<file path="src/rtl/win_loader_mg_pkg.sv">
// Shared types and window geometry for the successor window loader.
package pkg_win_loader_mg;

  typedef enum logic [2:0] {
    ST_IDLE,
    ST_CHECK,
    ST_STREAM,
    ST_DRAIN,
    ST_DONE
  } state_t;

  localparam int unsigned DEF_BLOCKING   = 4;
  localparam int unsigned DEF_NUM_GROUPS = 4;
  localparam int unsigned DEF_DATA_W     = 32;
  localparam int unsigned DEF_Y_W        = 9;
  localparam int unsigned DEF_BLK_W      = 7;
  localparam int unsigned DEF_WIN_W      = 7;
  localparam int unsigned DEF_MIN_WIN    = 20;
  localparam int unsigned DEF_MAX_WIN    = 120;
  localparam int unsigned DEF_RD_LATENCY = 2;

  typedef struct packed {
    logic [31:0] wbw;
    logic [31:0] rb;
    logic [31:0] rows;
  } win_geom_t;

  // wbw: window blocks per row incl. alignment margin; rb: blocks read per row
  function automatic win_geom_t calc_geom(input logic [31:0] win,
                                          input logic [31:0] blocking,
                                          input logic [31:0] groups);
    win_geom_t g;
    g.wbw  = (win + blocking - 32'd1) / blocking + 32'd1;
    g.rb   = g.wbw + groups - 32'd1;
    g.rows = win + 32'd1;
    return g;
  endfunction

endpackage

</file>
<file path="src/rtl/win_loader_mg_rdpipe.sv">
// Read-latency tag pipeline and per-group write-enable/address decode.
module win_loader_mg_rdpipe
  import pkg_win_loader_mg::*;
#(
  parameter int unsigned NUM_GROUPS = DEF_NUM_GROUPS,
  parameter int unsigned Y_W        = DEF_Y_W,
  parameter int unsigned BLK_W      = DEF_BLK_W,
  parameter int unsigned RD_LATENCY = DEF_RD_LATENCY
) (
  input  logic                        clk,
  input  logic                        resetn,
  input  logic                        flush,
  input  logic                        in_valid,
  input  logic [Y_W-1:0]              in_r,
  input  logic [BLK_W-1:0]            in_b,
  input  logic [BLK_W:0]              wbw,
  output logic [NUM_GROUPS-1:0]       we,
  output logic [NUM_GROUPS*Y_W-1:0]   waddr_y,
  output logic [NUM_GROUPS*BLK_W-1:0] waddr_block
);

  logic             vld_q [RD_LATENCY];
  logic [Y_W-1:0]   r_q   [RD_LATENCY];
  logic [BLK_W-1:0] b_q   [RD_LATENCY];
  logic signed [BLK_W:0] diff;

  always_ff @(posedge clk or negedge resetn) begin
    if (!resetn) begin
      for (int unsigned i = 0; i < RD_LATENCY; i++) begin
        vld_q[i] <= 1'b0;
        r_q[i]   <= '0;
        b_q[i]   <= '0;
      end
    end else begin
      vld_q[0] <= in_valid & ~flush;
      r_q[0]   <= in_r;
      b_q[0]   <= in_b;
      for (int unsigned i = 1; i < RD_LATENCY; i++) begin
        vld_q[i] <= vld_q[i-1] & ~flush;
        r_q[i]   <= r_q[i-1];
        b_q[i]   <= b_q[i-1];
      end
    end
  end

  // group g owns read block b when 0 <= b-g < wbw; idle addresses stay 0
  always_comb begin
    we          = '0;
    waddr_y     = '0;
    waddr_block = '0;
    diff        = '0;
    for (int unsigned g = 0; g < NUM_GROUPS; g++) begin
      diff = $signed({1'b0, b_q[RD_LATENCY-1]}) - $signed((BLK_W+1)'(g));
      if (vld_q[RD_LATENCY-1] && !flush && !diff[BLK_W] &&
          ({1'b0, diff[BLK_W-1:0]} < wbw)) begin
        we[g]                       = 1'b1;
        waddr_y[g*Y_W +: Y_W]       = r_q[RD_LATENCY-1];
        waddr_block[g*BLK_W +: BLK_W] = diff[BLK_W-1:0];
      end
    end
  end

endmodule

</file>
<file path="src/rtl/win_loader_mg.sv">
// Successor window loader: streams one window plus margin from the integral
// cache into the window caches of all core groups.
module win_loader_mg
  import pkg_win_loader_mg::*;
#(
  parameter int unsigned BLOCKING   = DEF_BLOCKING,
  parameter int unsigned NUM_GROUPS = DEF_NUM_GROUPS,
  parameter int unsigned DATA_W     = DEF_DATA_W,
  parameter int unsigned Y_W        = DEF_Y_W,
  parameter int unsigned BLK_W      = DEF_BLK_W,
  parameter int unsigned WIN_W      = DEF_WIN_W,
  parameter int unsigned MIN_WIN    = DEF_MIN_WIN,
  parameter int unsigned MAX_WIN    = DEF_MAX_WIN,
  parameter int unsigned RD_LATENCY = DEF_RD_LATENCY
) (
  input  logic                         clk,
  input  logic                         resetn,
  input  logic                         start,
  input  logic                         abort,
  input  logic                         ack,
  input  logic [Y_W-1:0]               start_y,
  input  logic [BLK_W-1:0]             start_block,
  input  logic [WIN_W-1:0]             win_size,
  input  logic                         dbl_buf,
  output logic                         ready,
  output logic                         done,
  output logic                         err,
  output logic                         rd_en,
  output logic [Y_W-1:0]               rd_addr_y,
  output logic [BLK_W-1:0]             rd_addr_block,
  input  logic                         rd_stall,
  input  logic [BLOCKING*DATA_W-1:0]   rd_data,
  output logic [NUM_GROUPS-1:0]        wc_we,
  output logic [NUM_GROUPS*Y_W-1:0]    wc_waddr_y,
  output logic [NUM_GROUPS*BLK_W-1:0]  wc_waddr_block,
  output logic [BLOCKING*DATA_W-1:0]   wc_wdata,
  output logic                         wc_dbl_buf
);

  state_t state_q, state_d;

  logic [Y_W-1:0]   sy_q, r_q, rows_m1_q;
  logic [BLK_W-1:0] sblk_q, b_q, rb_m1_q;
  logic [BLK_W:0]   wbw_q;
  logic [WIN_W-1:0] win_q;
  logic [2:0]       drain_q;
  logic             err_q, dbl_q;

  win_geom_t geom;
  logic      bad_win, fire, last_rd, kill, set_err;

  always_comb begin
    geom    = calc_geom(32'(win_q), BLOCKING, NUM_GROUPS);
    bad_win = (32'(win_q) < MIN_WIN) || (32'(win_q) > MAX_WIN) ||
              ((32'(sblk_q) + geom.rb) > (32'd1 << BLK_W)) ||
              ((32'(sy_q) + geom.rows) > (32'd1 << Y_W));
  end

  always_ff @(posedge clk or negedge resetn) begin
    if (!resetn) state_q <= ST_IDLE;
    else         state_q <= state_d;
  end

  always_comb begin
    state_d = state_q;
    fire    = 1'b0;
    kill    = 1'b0;
    set_err = 1'b0;
    last_rd = (r_q == rows_m1_q) && (b_q == rb_m1_q);
    unique case (state_q)
      ST_IDLE: if (start) state_d = ST_CHECK;
      ST_CHECK: begin
        if (abort || bad_win) begin
          kill    = abort;
          set_err = 1'b1;
          state_d = ST_DONE;
        end else begin
          state_d = ST_STREAM;
        end
      end
      ST_STREAM: begin
        if (abort) begin
          kill    = 1'b1;
          set_err = 1'b1;
          state_d = ST_DONE;
        end else if (!rd_stall) begin
          fire = 1'b1;
          if (last_rd) state_d = ST_DRAIN;
        end
      end
      ST_DRAIN: begin
        if (abort) begin
          kill    = 1'b1;
          set_err = 1'b1;
          state_d = ST_DONE;
        end else if (drain_q == 3'(RD_LATENCY - 1)) begin
          state_d = ST_DONE;
        end
      end
      ST_DONE: if (ack) state_d = ST_IDLE;
      default: state_d = ST_IDLE;
    endcase
  end

  always_ff @(posedge clk or negedge resetn) begin
    if (!resetn) begin
      sy_q      <= '0;
      sblk_q    <= '0;
      win_q     <= '0;
      dbl_q     <= 1'b0;
      r_q       <= '0;
      b_q       <= '0;
      wbw_q     <= '0;
      rb_m1_q   <= '0;
      rows_m1_q <= '0;
      drain_q   <= '0;
      err_q     <= 1'b0;
    end else begin
      if (state_q == ST_IDLE && start) begin
        sy_q   <= start_y;
        sblk_q <= start_block;
        win_q  <= win_size;
        dbl_q  <= dbl_buf;
        r_q    <= '0;
        b_q    <= '0;
      end
      if (state_q == ST_CHECK) begin
        wbw_q     <= (BLK_W+1)'(geom.wbw);
        rb_m1_q   <= BLK_W'(geom.rb - 32'd1);
        rows_m1_q <= Y_W'(geom.rows - 32'd1);
      end
      if (fire) begin
        if (b_q == rb_m1_q) begin
          b_q <= '0;
          r_q <= r_q + Y_W'(1);
        end else begin
          b_q <= b_q + BLK_W'(1);
        end
      end
      drain_q <= (state_q == ST_DRAIN) ? drain_q + 3'd1 : '0;
      if (set_err)                       err_q <= 1'b1;
      else if (state_q == ST_DONE && ack) err_q <= 1'b0;
    end
  end

  assign ready         = (state_q == ST_IDLE);
  assign done          = (state_q == ST_DONE);
  assign err           = err_q;
  assign rd_en         = fire;
  assign rd_addr_y     = sy_q + r_q;
  assign rd_addr_block = sblk_q + b_q;
  assign wc_wdata      = rd_data;
  assign wc_dbl_buf    = dbl_q;

  win_loader_mg_rdpipe #(
    .NUM_GROUPS (NUM_GROUPS),
    .Y_W        (Y_W),
    .BLK_W      (BLK_W),
    .RD_LATENCY (RD_LATENCY)
  ) u_rdpipe (
    .clk         (clk),
    .resetn      (resetn),
    .flush       (kill),
    .in_valid    (fire),
    .in_r        (r_q),
    .in_b        (b_q),
    .wbw         (wbw_q),
    .we          (wc_we),
    .waddr_y     (wc_waddr_y),
    .waddr_block (wc_waddr_block)
  );

endmodule

</file>
<file path="config.mk">
export PLATFORM = sky130hd
export DESIGN_NAME = win_loader_mg
export DESIGN_NICKNAME = d
export VERILOG_FILES = /design/src/rtl/win_loader_mg_pkg.sv /design/src/rtl/win_loader_mg_rdpipe.sv /design/src/rtl/win_loader_mg.sv
export SDC_FILE = /design/constraint.sdc
export NUM_CORES = 1
export LEC_CHECK = 0
export ABC_AREA = 1
export BUFFER_PORTS_ARGS = -buffer_cell sky130_fd_sc_hd__buf_2
export CAP_MARGIN = 20
export CORE_MARGIN = 8
export CORE_UTILIZATION = 49
export CTS_CLUSTER_DIAMETER = 40
export DETAILED_ROUTE_END_ITERATION = 8
export PLACE_DENSITY_LB_ADDON = 0.25
export SLEW_MARGIN = 20
export SYNTH_ARGS = -nofsm -noshare
export SYNTH_HDL_FRONTEND = slang
export SYNTH_HIERARCHICAL = 1
export SYNTH_SLANG_ARGS = --single-unit
</file>
<file path="constraint.sdc">
create_clock -name clk -period 4.2 [get_ports clk]
set_input_delay 0.42 -clock clk [delete_from_list [all_inputs] [get_ports clk]]
set_output_delay 0.42 -clock clk [all_outputs]
set_load 0.02 [all_outputs]
</file>
==> results summary, run 1 <==
The run finished with clean final reports. The number of standard-cell rows in the floorplan is 47. The number of enable-type register cells in the synthesized netlist is 0.

The maximum fanout encountered on the critical timing path came out at 7. The number of antenna-violating nets in the routed design came out at 0. Detailed routing inserted a total of 6583 vias. The class of the worst hold path is in2async. In this run the critical register-to-register path is captured at state_q[2]$_DFFE_PN0P_.

Of all cell types, the one taking the most synthesized area is sky130_fd_sc_hd__dfrtp_1. The worst path buffer plus inverter count came out at 4. The buffer cell driving the clock tree root is sky130_fd_sc_hd__clkbuf_16.

Headroom to the max-slew limit came out at 0.502. The die extent in y is 147 µm. The number of primary I/O pins came out at 375. The routed wirelength normalized by instance count is between 15 and 20 µm. Wires add up to 25500 µm. The critical path runs through a total of 28 cells.

The detailed-routing iteration count for the pre-antenna-repair pass came out at 5. Buffers placed on the I/O ports in this run total 118. The count of filler cells inserted in the layout is ~1.6k. Of the available clock period, the critical path in the final layout requires 0.907. The average cell area after synthesis came out at about 7.6 µm². The sequential element share of the synthesized area came out at 0.309. The number of max-cap violations is 0. The weighted congestion at the end of routability-driven global placement came out at between 0.8 and 0.9.

The final routed DRC violation total is 0. The number of antenna violations at the first check in global routing was 0. For the pin with the worst max-slew slack, the measured transition is 0.746 ns. In the synthesized netlist, the number of instances is 1097. After synthesis, the cell types taking the most area are sky130_fd_sc_hd__dfrtp_1 31%, sky130_fd_sc_hd__buf_4 12%, sky130_fd_sc_hd__ha_1 10%. The later pin in the worst-skew pair is clocked with a latency of around 0.36 ns. The worst path in the final design needs a cycle of 3.81 ns, including I/O delays and setup. The clock passes through at most 2 buffers. The netlist area before placement is between 8000 and 9000 µm². The number of hold buffers added after CTS is 0. TritonCTS built the clock tree.

For this run, the number of Yosys warnings is 6. The count of antenna diodes in the layout came out at 0. The fraction of registers with async set/reset is 1.00. The endpoint type of the worst setup path is a register. The number of global-route vias before repair is 6379. Setup repair after global routing left no endpoint under its margin. The most critical setup path has its startpoint at win_q[0]$_DFFE_PN0P_. The number of buffers inserted by post-CTS setup repair is 0. For this run, the post-layout net count is between 1k and 1.5k.

The number of pins with negative max-slew slack in the final report is 0. The global-route wire length before repair came out at 38500 µm. On the worst path, the slowest cell contributes a delay of 0.47 ns.

For this design, the slowest cell found on the critical path is sky130_fd_sc_hd__dfrtp_1. The worst vdd rail ir drop came out at 0.493 mV. The count of endpoints failing hold in the final timing report is 0.

The end point of the critical path is state_q[2]$_DFFE_PN0P_. The analysis attributes to cell leakage a power of 4.66 nW. The achievable clock frequency came out at 263 MHz. The clock net in this run drives a total of 103 sinks. The kind of cell with the highest combined delay along the critical path is simple AND/OR/NAND/NOR gates. The post-detailed-placement half-perimeter wirelength is 21600 µm. The count of endpoints failing setup in the final report came out at 0. The worst setup path is of the reg2reg kind.

Data on the critical path is required at its endpoint by 4.45 ns. The combined global-route utilization of all metal layers is 0.235. The number of vias per cell came out at 5.01. The count of cells resized by post-cts repair came out at 0. The area fraction of the dominant cell type after synthesis came out at 0.309. The number of H-tree levels came out at 3. The initial core utilization is 0.502. The startpoint of the most critical register-to-register path is win_q[0]$_DFFE_PN0P_. Clock tree synthesis inserted a total of 9 buffers.

The post-route worst hold slack is about 0.11 ns. The netlist uses 48 different library cells. Counting flops and latches in the post-synthesis netlist gives slightly above 100. The worst clock skew is 0.00928 ns. The area enclosed by the die boundary came out at around 21000 µm². The total core area came out at ~17000 µm². The main flop type after synthesis is sky130_fd_sc_hd__dfrtp_1. The area added between synthesis and finish came out at 1.60%. The cell with the most instances after synthesis is sky130_fd_sc_hd__nand2_1. Measured in cells, the most critical reg-to-reg path has a length of 28. The accumulated negative setup slack came out at 0 ns. The die width is 147 µm. For this design the ratio of total power to cell area is 774 nW/µm².

Of the cells placed in the final design, the portion with a size suffix greater than 1 is 0.185. After synthesis, the most frequently instantiated cells are 201 x sky130_fd_sc_hd__nand2_1, 162 x sky130_fd_sc_hd__inv_1, 130 x sky130_fd_sc_hd__buf_4. The endpoint arrival time on the critical path came out at a little over 4 ns. The most repeated library cell on the critical path is sky130_fd_sc_hd__nand2_1.

The violation count after the first detailed-routing iteration came out at between 300 and 400. For this run the aggregate overflow at the end of global routing stands at 0. STA classifies the critical path startpoint as a register.

The reg-to-reg setup timing slack came out at 0.39 ns. The clock-pin slew of the registers on the worst-case setup and hold paths came out at 0.08 ns. The pin count of the biggest net entering global routing came out at 82.
kinds of logic (layout without fill, tap and decap cells):
group           count (synthesis)  in the layout  share of synthesized area
simple gates                  436            436                      0.227
buf+inv                       317            308                      0.208
flops                         103            103                      0.309
compound gates                 96             96                     0.0649
fa+ha+maj                      71             71                      0.110
xor+xnor                       57             57                     0.0598
mux                            16             16                     0.0214
other cells                     1              7                   0.000449
final cells by class:
class	instances	area, µm²	share of cell area
clock buffer	9	225	0.0265
tap	220	275	0.0324
sequential	103	2580	0.304
clock inverter	7	73.8	0.00870
multi-input combinational	683	4070	0.480
timing repair buffer	121	619	0.0730
inverter	171	644	0.0759
per-stage QoR:
step	worst slack [ns]	instance area, µm²	total power, mW	utilization	std cells
floorplan	0.751	8380	4.98	-	1103
global placement	0.467	8180	5.66	0.492	1298
detailed placement	0.365	8180	5.70	0.492	1298
CTS	0.334	8480	6.57	0.510	1314
global route	0.0444	8490	7.31	0.510	1314
finish	0.391	8490	6.57	0.510	1314
state kept, by name, summed over array words and instances, names as in the netlist, 2 cells and up:
signal / cells
r_q: 9
b_q: 7
sblk_q: 7
rows_m1_q: 9
state_q: 3
drain_q: 3
wbw_q: 6
win_q: 7
u_rdpipe/b_q: 14
sy_q: 9
u_rdpipe/vld_q: 2
u_rdpipe/r_q: 18
rb_m1_q: 7
report_power, final:
group	internal (mW)	switching [mW]	total (mW)	leakage, nW
clock	0.423	0.414	0.837	0.148
sequential	1.24	0.280	1.52	1.34
combinational	1.56	2.65	4.21	3.17
cells in the final DEF (no fill, tap or decap), types with 17 or more instances in the layout:
cell type                 instances
sky130_fd_sc_hd__xnor2_1         18
sky130_fd_sc_hd__buf_2          117
sky130_fd_sc_hd__nand3_1         39
sky130_fd_sc_hd__dfrtp_1        103
sky130_fd_sc_hd__nand4_1         17
sky130_fd_sc_hd__o21ai_0         27
sky130_fd_sc_hd__ha_1            67
sky130_fd_sc_hd__xor2_1          39
sky130_fd_sc_hd__a21oi_1         34
sky130_fd_sc_hd__nor2_1         122
sky130_fd_sc_hd__nand2_1        201
sky130_fd_sc_hd__inv_1          162
per-layer routing:
layer  track usage  vias to the layer above  routed length [µm]
met2         0.360                      310               11300
met5        0.0499                        -                 139
met4        0.0675                        4                 394
met3         0.168                       32                4230
li1              -                     3276                   -
met1         0.251                     2961                9500
how the worst min path moves through the flow:
stage	startpoint	endpoint	slack, ns	cells after the start
after floorplan	resetn	b_q[0]$_DFFE_PN0P_	0.12	0
final	resetn	sy_q[3]$_DFFE_PN0P_	0.11	1
after global routing	resetn	sy_q[1]$_DFFE_PN0P_	0.17	1
after CTS	resetn	sy_q[1]$_DFFE_PN0P_	0.28	1
after detailed placement	u_rdpipe/b_q[12]$_DFF_PN0_	u_rdpipe/b_q[5]$_DFF_PN0_	0.33	0
after global placement	u_rdpipe/b_q[9]$_DFF_PN0_	u_rdpipe/b_q[2]$_DFF_PN0_	0.33	0
worst register-to-register path, delay by kind of cell, from the launching register on:
kind,cells,cell delay [ns]
simple gates,19,1.78
flops,1,0.47
fa+ha+maj,3,0.80
buf+inv,4,0.34
compound gates,2,0.30
Power figures use the tool's default switching activity.
==> run 2, diff against run 1 <==
--- a/config.mk
+++ b/config.mk
@@ -8,11 +8,15 @@
 export ABC_AREA = 1
 export BUFFER_PORTS_ARGS = -buffer_cell sky130_fd_sc_hd__buf_2
 export CAP_MARGIN = 20
+export CELL_PAD_IN_SITES_DETAIL_PLACEMENT = 0
+export CELL_PAD_IN_SITES_GLOBAL_PLACEMENT = 1
 export CORE_MARGIN = 8
-export CORE_UTILIZATION = 49
+export CORE_UTILIZATION = 34
 export CTS_CLUSTER_DIAMETER = 40
+export CTS_CLUSTER_SIZE = 20
 export DETAILED_ROUTE_END_ITERATION = 8
 export PLACE_DENSITY_LB_ADDON = 0.25
+export REMOVE_ABC_BUFFERS = 1
 export SLEW_MARGIN = 20
 export SYNTH_ARGS = -nofsm -noshare
 export SYNTH_HDL_FRONTEND = slang
==> results summary, run 2 (synthesized netlist as in run 1, its figures left out) <==
The aggregate global routing overflow is 0 (unchanged). The final wirelength is 42700 µm (+67%). The largest buffer count on any clock path came to 2 (unchanged).

The tightest min-delay check is of the in2async type. The normalized max-slew margin came out at 0.512 (+0.00955). Setup repair after global routing left no endpoint under its margin. The number of standard-cell rows in the floorplan came out at 57 (+21%). The number of H-tree levels came out at 3 (unchanged). The die width is 173 µm (+18%). The routed wirelength normalized by instance count was 30.0 µm (+54%). The count of endpoints failing setup in the final report is 0 (unchanged). The flip-flop count of the largest register, all copies and words added is 18 (unchanged).

The total design power is 6.64 mW (+1.1%). Counting flops per register, the top entry is u_rdpipe/r_q. The power per unit of standard cell area was 769 nW/µm² (-0.67%). The final layout net count is 1323 (+0.38%). The number of buffers inserted during clock tree synthesis came out at 9 (unchanged). The number of max-cap violations is 0 (unchanged). The post-detailed-placement half-perimeter wirelength is 37000 µm (+71%). The worst vdd rail ir drop came out at 0.272 mV (-45%). The TritonCTS clock tree is done. The number of sinks driven by the clock tree is 103 (unchanged). The count of endpoints failing hold in the final timing report is 0 (unchanged). The accumulated negative setup slack came out at 0 ns (unchanged). The via count came out at 6843 (+3.9%). The pin count of the biggest net entering global routing is 75 (-8.5%). The required time of the critical path is 4.45 ns (about the same).

The final period utilization was 0.895 (-0.0115). The number of primary I/O pins came to 375 (unchanged). The endpoint arrival time on the critical path is 4.01 ns (-0.05 ns). The most repeated library cell on the critical path is sky130_fd_sc_hd__nand2_1. The number of pins with negative max-slew slack in the final report came to 0 (unchanged). The clock-pin slew of the registers on the worst-case setup and hold paths was 0.08 ns (about the same). The weighted congestion at the end of routability-driven global placement is 0.947 (+7.5%). The static power due to leakage was 4.67 nW (+0.33%). The number of vias per cell came out at 4.81 (-4.0%). In this run the critical register-to-register path is launched from win_q[0]$_DFFE_PN0P_. The total core area was 24200 µm² (+46%).

The violation count after the first detailed-routing iteration came out at 452 (+30%). The number of antenna-violating nets in the routed design came out at 0 (unchanged). The endpoint type of the worst setup path is a register.

The final routed DRC violation total is 0 (unchanged). The number of antenna violations at the first check in global routing came out at 0 (unchanged). The largest stage delay on the critical path came out at 0.41 ns (-0.06 ns). In the final layout, the registers with the most flip-flops are u_rdpipe/r_q x18, u_rdpipe/b_q x14. The top cell types in the final layout, fill and taps aside, are 200 x sky130_fd_sc_hd__nand2_1, 162 x sky130_fd_sc_hd__inv_1, 122 x sky130_fd_sc_hd__nor2_1, 117 x sky130_fd_sc_hd__buf_2, 102 x sky130_fd_sc_hd__dfrtp_1. The area added between synthesis and finish is 3.41%. The worst setup path is of the reg2reg kind. The buffer cell driving the clock tree root is sky130_fd_sc_hd__clkbuf_16. The number of global-route vias before repair came to 6555 (+2.8%).

The pin slew with the least headroom to its limit is 0.732 ns (-0.0143 ns). The worst clock skew is 0.0116 ns (+0.00228 ns). The final critical delay including setup and external delays is 3.76 ns (-0.0484 ns). The initial core utilization is 0.345 (-0.157). The port buffer count is 118 (unchanged). The largest individual stage delay along the critical path comes from the cell sky130_fd_sc_hd__dfrtp_2. The achievable clock frequency is 266 MHz (+1.3%). The run finished with clean final reports. The clock insertion delay at the later pin of the skew report is 0.36 ns (about the same). The combined global-route utilization of all metal layers came out at 0.278 (+0.0427). The die extent in y came to 173 µm (+18%). The detailed-routing iteration count for the pre-antenna-repair pass came out at 4 (-1).

In this run the worst setup path begins at win_q[0]$_DFFE_PN0P_. The count of antenna diodes in the layout is 0 (unchanged). The fraction of layout instances using a drive strength above 1 is 0.188 (+0.00371).

The number of hold buffers added after CTS came out at 0 (unchanged). The area enclosed by the die boundary came out at 29800 µm² (+39%). The maximum fanout encountered on the critical timing path came out at 7 (unchanged). The global-route wire length before repair is 57300 µm (+49%).

The most common cell after layout, fill and taps aside is sky130_fd_sc_hd__nand2_1. The worst setup path is launched from a register.
## run 2: final timing paths
kind                       depth (start not counted)                        end  slack, ns
min in group clk                                   2     wc_dbl_buf$_DFFE_PN0P_       0.29
hold reg to reg                                    0  u_rdpipe/b_q[4]$_DFF_PN0_       0.35
max in group asynchronous                          2       wbw_q[6]$_DFFE_PN0P_       3.20
hold / removal                                     1      sblk_q[6]$_DFFE_PN0P_       0.11
setup / recovery                                  29     state_q[2]$_DFFE_PN0P_       0.44
setup reg to reg                                  29     state_q[2]$_DFFE_PN0P_       0.44
## run 2: repair_timing
action,CTS,global route
gates resized for setup,0,1
setup buffers,0,2
setup endpoints to repair,0,2
endpoints found under the hold margin,0,0
## run 2: layout make-up
type,instances,area [µm²]
Clock buffer,10,229
Clock inverter,6,53.8
Fill cell,2619,15600
Inverter,171,644
Multi-Input combinational cell,683,4070
Sequential cell,103,2580
Tap cell,324,405
Timing Repair Buffer,126,657
## run 2: power breakdown
| part | total [mW] | switching (mW) | leakage [nW] | internal, mW |
|---|---|---|---|---|
| sequential | 1.48 | 0.242 | 1.34 | 1.24 |
| clock | 0.823 | 0.408 | 0.141 | 0.415 |
| combinational | 4.34 | 2.73 | 3.20 | 1.60 |
| total | 6.64 | 3.38 | 4.67 | 3.26 |
## run 2: metal layers
metal | track usage | vias to the layer above | share of wire
met3 | 0.305 | 41 | 0.23
met2 | 0.434 | 468 | 0.45
met4 | 0.0801 | 14 | 0.026
li1 | - | 3279 | -
met1 | 0.221 | 3041 | 0.29
met5 | 0.126 | - | 0.011
## run 2: metrics by stage
stage	std cells	setup slack, ns	utilization	hold WS (ns)	cell area [µm²]
3_5_place_dp	1405	0.325	0.344	0.335	8340
5_1_grt	1423	0.0207	0.356	0.166	8640
3_3_place_gp	1405	0.452	0.344	0.332	8340
4_1_cts	1421	0.307	0.355	0.273	8620
6_report	1423	0.439	0.356	0.111	8640
2_1_floorplan	957	0.821	-	0.124	7290
## run 2: critical path, delay by kind of cell, from the launching register on
| family | cells | cell delay (ns) |
|---|---|---|
| compound gates | 2 | 0.23 |
| fa+ha+maj | 3 | 0.78 |
| flops | 1 | 0.41 |
| buf+inv | 5 | 0.45 |
| simple gates | 19 | 1.75 |
